`config.mk`:
```
export PLATFORM = sky130hd
export DESIGN_NAME = maxpool_row_pair_buffer
export DESIGN_NICKNAME = d
export VERILOG_FILES = /design/src/rtl/maxpool_row_pair_buffer.sv
export SDC_FILE = /design/constraint.sdc
export NUM_CORES = 1
export LEC_CHECK = 0
export CAP_MARGIN = 20
export CORE_MARGIN = 4
export CORE_UTILIZATION = 45
export CTS_CLUSTER_SIZE = 24
export DETAILED_ROUTE_END_ITERATION = 8
export PLACE_DENSITY_LB_ADDON = 0.12
export SLEW_MARGIN = 20
export SYNTH_ARGS = -nofsm -noshare
export SYNTH_HDL_FRONTEND = slang
export SYNTH_SLANG_ARGS = --single-unit
```
`constraint.sdc`:
```
create_clock -name clk -period 4.5 [get_ports clk]
set_input_delay 0.9 -clock clk [delete_from_list [all_inputs] [get_ports clk]]
set_output_delay 0.9 -clock clk [all_outputs]
set_load 0.02 [all_outputs]
```
`src/rtl/maxpool_row_pair_buffer.sv`:
```
// +-------------------------------------------------------------------------+
// | maxpool_row_pair_buffer                                                 |
// | Buffers each even row of a raster pixel stream and, on the following    |
// | odd row, emits vertically aligned (upper, lower) pixel pairs for a 2x2  |
// | max-pool stage.                                                         |
// | Optional macro: MAXPOOL_RELU_EN clamps negative input pixels to zero.   |
// | Rev 1.0 - initial release                                               |
// +-------------------------------------------------------------------------+
`default_nettype none

module maxpool_row_pair_buffer #(
    parameter int dataColNum = 28,
    parameter int dataRowNum = 28,
    parameter int wordlength = 16
) (
    input  logic                         clk,
    input  logic                         irst_n,
    input  logic                         in_valid,
    input  logic signed [wordlength-1:0] pixel_in,
    output logic signed [wordlength-1:0] pixels_0,
    output logic signed [wordlength-1:0] pixels_1,
    output logic                         out_valid,
    output logic                         frame_done
);

    localparam int C_COL_W = (dataColNum > 1) ? $clog2(dataColNum) : 1;
    localparam int C_ROW_W = (dataRowNum > 1) ? $clog2(dataRowNum) : 1;
    localparam logic [C_COL_W-1:0] C_LAST_COL = C_COL_W'(dataColNum - 1);
    localparam logic [C_ROW_W-1:0] C_LAST_ROW = C_ROW_W'(dataRowNum - 1);
    localparam logic C_ODD_COLS = ((dataColNum % 2) != 0);

    localparam logic [0:0] S_FILL = 1'b0;
    localparam logic [0:0] S_PAIR = 1'b1;

    logic [C_COL_W-1:0]           r_col;
    logic [C_ROW_W-1:0]           r_row;
    logic [0:0]                   r_state;
    logic signed [wordlength-1:0] r_buf [dataColNum];

    logic signed [wordlength-1:0] w_pix;
    logic                         w_last_col;
    logic                         w_last_row;
    logic                         w_emit;

`ifdef MAXPOOL_RELU_EN
    assign w_pix = pixel_in[wordlength-1] ? '0 : pixel_in;
`else
    assign w_pix = pixel_in;
`endif

    assign w_last_col = (r_col == C_LAST_COL);
    assign w_last_row = (r_row == C_LAST_ROW);
    // An odd trailing column has no horizontal partner, so it is never paired.
    assign w_emit     = in_valid && (r_state == S_PAIR) && !(C_ODD_COLS && w_last_col);

    always_ff @(posedge clk) begin
        if (irst_n && in_valid && (r_state == S_FILL)) begin
            r_buf[r_col] <= w_pix;
        end
    end

    always_ff @(posedge clk) begin
        if (!irst_n) begin
            r_col      <= '0;
            r_row      <= '0;
            r_state    <= S_FILL;
            pixels_0   <= '0;
            pixels_1   <= '0;
            out_valid  <= 1'b0;
            frame_done <= 1'b0;
        end else begin
            out_valid  <= w_emit;
            frame_done <= in_valid && w_last_col && w_last_row;
            if (w_emit) begin
                pixels_0 <= r_buf[r_col];
                pixels_1 <= w_pix;
            end
            if (in_valid) begin
                if (w_last_col) begin
                    r_col <= '0;
                    // Frame end always returns to FILL, covering an odd row count.
                    if (w_last_row) begin
                        r_row   <= '0;
                        r_state <= S_FILL;
                    end else begin
                        r_row   <= r_row + 1'b1;
                        r_state <= (r_state == S_FILL) ? S_PAIR : S_FILL;
                    end
                end else begin
                    r_col <= r_col + 1'b1;
                end
            end
        end
    end

endmodule

`default_nettype wire

```
==> tab_implementation.tex <==
\begin{tabular}{lr}
\hline
Metric & Value \\
\hline
\multicolumn{2}{l}{\textbf{Clock tree}} \\
\quad Clock Pin Slew Worst Setup and Hold Paths & 0.06 ns \\
\quad Number of levels in the clock H-tree & 2 \\
\quad Clock Tree Buf Depth & 3 \\
\quad Total CTS buffers & 50 \\
\quad Clock sinks & 493 \\
\quad Root Buffer Master & sky130\_fd\_sc\_hd\_\_clkbuf\_16 \\
\quad Postcts setup bufs & 0 \\
\quad Number of gates given a new drive strength after cts & 0 \\
\quad CTS tree & yes \\
\quad Worst-skew pair later-pin latency & 0.59 ns \\
\quad Cts-stage hold buffer count & 0 \\
\multicolumn{2}{l}{\textbf{GRT}} \\
\quad Pin count of the biggest net entering global routing & 54 \\
\quad GR Overflow Total & 0 \\
\quad Vias in the first global route & 9814 \\
\quad Antenna violations before repair & 0 \\
\quad Global-route wire length before repair & 64800 µm \\
\quad GR Util All Layers & 0.194 \\
\multicolumn{2}{l}{\textbf{STA}} \\
\quad RSZ-0062 raised after global routing & false \\
\quad Final setup violation count & 0 \\
\quad Maximum clock frequency & 337 MHz \\
\quad Post-route fraction of the period consumed by the critical path & 0.660 \\
\quad Largest clock skew in the final design & 0.0237 ns \\
\quad Actual transition at the worst max-transition pin & 0.993 ns \\
\quad Final worst slack & 1.53 ns \\
\quad Shortest period the worst path allows & 2.97 ns \\
\quad Number of pins with negative max-slew slack in the final report & 0 \\
\quad Number of endpoints with negative hold slack in the final report & 0 \\
\quad Final TNS setup & 0 ns \\
\quad Worst max-slew margin expressed relative to the limit & 0.336 \\
\multicolumn{2}{l}{\textbf{Pwr}} \\
\quad Part of the total power dissipated in the clock network & 0.435 \\
\quad Worst IR drop on VDD & 0.304 mV \\
\quad Internal Pwr Total & 7.73 mW \\
\quad Net switching share of the total power & 0.203 \\
\quad Static power due to leakage & 6.88 nW \\
\quad Seq pwr share & 0.521 \\
\quad Combinational fraction of design power & 0.044 \\
\quad PwrDens & 442 nW/µm² \\
\quad Switching Power & 1.97 mW \\
\multicolumn{2}{l}{\textbf{Routing}} \\
\quad Mean routed wirelength per cell & 26.0 µm \\
\quad Detail Route Antenna Nets & 0 \\
\quad Routed Wire Length & 43700 µm \\
\quad Post-DR vias/cell & 5.71 \\
\quad DRC viols & 0 \\
\quad Via total after detailed routing & 9612 \\
\quad Iter 0 DRT Violations & 895 \\
\quad DRT Pass-1 Iters & 5 \\
\multicolumn{2}{l}{\textbf{Final layout}} \\
\quad Multi-input logic area & 4330 µm² \\
\quad Leading cell type in the layout, fill and taps excluded & sky130\_fd\_sc\_hd\_\_edfxtp\_1 \\
\quad Final standard cell utilization of the core & 0.524 \\
\quad Area taken by flip-flops and latches & 14400 µm² \\
\quad Net count, final & 1129 \\
\quad Commonest cells after routing, fill and taps aside & sky130\_fd\_sc\_hd\_\_edfxtp\_1 (448), sky130\_fd\_sc\_hd\_\_mux4\_2 (80), sky130\_fd\_sc\_hd\_\_nand2\_1 (68) \\
\quad Diode count & 0 \\
\quad Final Cell Area & 22000 µm² \\
\quad Share of cells above drive strength 1 & 0.212 \\
\quad Final-layout fill cell count & 3349 \\
\quad Synth-to-Final Area Change & 15.3\% \\
\multicolumn{2}{l}{\textbf{Logic synthesis}} \\
\quad Post-synth ARST share & 0 \\
\quad Area share of xor/xnor cells in the synthesized design & 0.00368 \\
\quad Main synth FF type & sky130\_fd\_sc\_hd\_\_edfxtp\_1 \\
\quad Number of flops mapped to enable cells by yosys & 448 \\
\quad Top post-synthesis cells by area & sky130\_fd\_sc\_hd\_\_edfxtp\_1 (71\%), sky130\_fd\_sc\_hd\_\_mux4\_2 (9.5\%), sky130\_fd\_sc\_hd\_\_dfxtp\_1 (4.7\%), sky130\_fd\_sc\_hd\_\_mux2i\_1 (2.4\%), sky130\_fd\_sc\_hd\_\_nand2\_1 (1.3\%) \\
\quad Mapped Area & 19000 µm² \\
\quad Yosys warning count & 0 \\
\quad Synthesized-area fraction occupied by ao, oa, aoi and oai cells & 0.0463 \\
\quad Total of flip-flops plus latches after synthesis & 493 \\
\quad Synth Area per Inst & 19.0 µm² \\
\quad Number of distinct library cells after synthesis & 50 \\
\quad Area share of the largest cell type after synthesis & 0.707 \\
\quad Synthesized Nets & 1029 \\
\quad Biggest area consumer among synthesized cells & sky130\_fd\_sc\_hd\_\_edfxtp\_1 \\
\quad Main combinational cell family by area after synthesis & multiplexers \\
\quad Area share of fa/ha/maj cells after synthesis & 0.00394 \\
\quad Simple-gate portion of the synthesized area & 0.0389 \\
\quad Seq/Total Area, Yosys & 0.754 \\
\quad Multiplexer share of the synthesized area & 0.133 \\
\quad Gate Count Post-Synth & 1004 \\
\multicolumn{2}{l}{\textbf{Floorplan}} \\
\quad Total Die Area & 45700 µm² \\
\quad Number of standard-cell rows in the floorplan & 75 \\
\quad Standard cell core area & 41900 µm² \\
\quad Die Y & 214 µm \\
\quad Effective utilization at floorplan & 0.455 \\
\quad Top Ports & 53 \\
\quad Width of the chip & 214 µm \\
\multicolumn{2}{l}{\textbf{Min path}} \\
\quad Hold Path Class & register to register \\
\quad Worst hold path cell count & 2 \\
\multicolumn{2}{l}{\textbf{Critical path}} \\
\quad List of cells traversed by the critical path & ha\_1 -> nand2\_1 -> nor3\_2 -> buf\_4 \\
\quad Critical path's largest stage delay & 0.98 ns \\
\quad Largest driver fanout on the critical path & 52 \\
\quad Arrival @ worst endpoint & 3.24 ns \\
\quad CP max-delay cell & sky130\_fd\_sc\_hd\_\_dfxtp\_4 \\
\quad Launching element type of the critical path & register \\
\quad Worst path required time & 4.77 ns \\
\quad Logic depth of the worst register-to-register path & 4 \\
\quad Critical Path End Type & register \\
\quad Critical path class & register to register \\
\multicolumn{2}{l}{\textbf{Job}} \\
\quad Maximum capacitance violations & 0 \\
\multicolumn{2}{l}{\textbf{Place}} \\
\quad Placed inst area & 20300 µm² \\
\quad Number of buffer cells added on primary ports & 52 \\
\quad Worst slack at placement & 1.09 ns \\
\quad Post-DP HPWL & 26400 µm \\
\quad Final weighted congestion in routability-driven placement & 0.797 \\
\multicolumn{2}{l}{\textbf{Outcome}} \\
\quad Run status & completed \\
\hline
\end{tabular}
==> through the flow <==
stage	std cells	hold slack (ns)	total power, mW
floorplan	1004	0.442	5.43
CTS	1683	0.455	9.83
finish	1683	0.450	9.71
global route	1683	0.476	10.0
global placement	1591	0.444	5.60
detailed placement	1591	0.446	5.60
==> synth_stat cells (2+ instances only) <==
library cell and number:
sky130_fd_sc_hd__a22oi_1 32, sky130_fd_sc_hd__a21oi_1 35, sky130_fd_sc_hd__clkbuf_1 16, sky130_fd_sc_hd__a311oi_1 5, sky130_fd_sc_hd__nor2b_1 6, sky130_fd_sc_hd__dfxtp_1 45, sky130_fd_sc_hd__mux2i_1 45, sky130_fd_sc_hd__mux2_4 4
sky130_fd_sc_hd__a31oi_1 7, sky130_fd_sc_hd__nor3_1 10, sky130_fd_sc_hd__and2_1 4, sky130_fd_sc_hd__and3b_1 2, sky130_fd_sc_hd__clkinv_1 2, sky130_fd_sc_hd__mux4_2 80, sky130_fd_sc_hd__nor2_1 40, sky130_fd_sc_hd__ha_1 6
sky130_fd_sc_hd__buf_6 11, sky130_fd_sc_hd__xnor2_1 3, sky130_fd_sc_hd__a32o_1 7, sky130_fd_sc_hd__buf_4 8, sky130_fd_sc_hd__nand2_1 68, sky130_fd_sc_hd__o2111a_1 4, sky130_fd_sc_hd__nand2b_1 2, sky130_fd_sc_hd__o21ai_0 7
sky130_fd_sc_hd__o221ai_1 4, sky130_fd_sc_hd__o211a_1 5, sky130_fd_sc_hd__inv_1 2, sky130_fd_sc_hd__and3_1 2, sky130_fd_sc_hd__buf_1 6, sky130_fd_sc_hd__xor2_1 5, sky130_fd_sc_hd__mux2_1 7, sky130_fd_sc_hd__a221oi_1 12
sky130_fd_sc_hd__nand3_1 24, sky130_fd_sc_hd__edfxtp_1 448, sky130_fd_sc_hd__mux2_2 13, sky130_fd_sc_hd__buf_2 12, sky130_fd_sc_hd__o21ai_1 2
==> final timing paths <==
check,slack [ns],endpoint,startpoint
worst max register to register,1.53,r_buf[19][10]$_DFFE_PP_,r_col[0]$_SDFFE_PN0P_
worst min register to register,0.45,pixels_1[1]$_SDFFE_PN0P_,pixels_1[1]$_SDFFE_PN0P_
worst min-delay path,0.45,pixels_1[1]$_SDFFE_PN0P_,pixels_1[1]$_SDFFE_PN0P_
worst max-delay path,1.53,r_buf[19][10]$_DFFE_PP_,r_col[0]$_SDFFE_PN0P_
==> per-layer routing <==
| layer | track usage | up-vias | wire length (µm) |
|---|---|---|---|
| met4 | 0.0576 | 0 | 906 |
| met1 | 0.279 | 5036 | 19400 |
| li1 | - | 4275 | - |
| met2 | 0.312 | 250 | 21200 |
| met3 | 0.0303 | 51 | 2170 |
| met5 | 0 | - | 0 |
==> sequential cells by signal, summed over array words and instances (netlist names) <==
name	flops
r_buf	448
pixels_0	16
pixels_1	16
r_col	5
r_row	5
frame_done	1
out_valid	1
r_state	1
==> final cells by class <==
class                   instances  share of cell area
flip-flops and latches        493               0.654
repair buffers                103              0.0402
multi-input cells             451               0.197
clock buffers                  72              0.0664
clock inverters                20              0.0104
well taps                     539              0.0307
inverters                       5            0.000855
==> cell families (layout without fill, tap and decap cells) <==
logic type	Yosys count	count (layout)
DFF	493	493
muxes	149	149
and+or+nand+nor	165	165
xor gates and xnor gates	8	8
buffers and inverters	60	200
adders and majority gates	6	6
AOI/OAI and AO/OA	123	123
==> critical path, delay by kind of cell (launching register included) <==
kind          cells  cell delay, ns
fa+ha+maj         1            0.48
buf+inv           1            0.33
simple gates      2            0.88
flops             1            0.98
==> power by group through the flow <==
stage                     Sequential, mW  Clock [mW]  Combinational [mW]
final                               5.05        4.22               0.431
after global placement              5.16           0               0.445
after global routing                5.06        4.52               0.464
after detailed placement            5.16           0               0.446
after floorplan                     5.11           0               0.323
after CTS                           5.06        4.32               0.446
(Power assumes the default switching activity.)
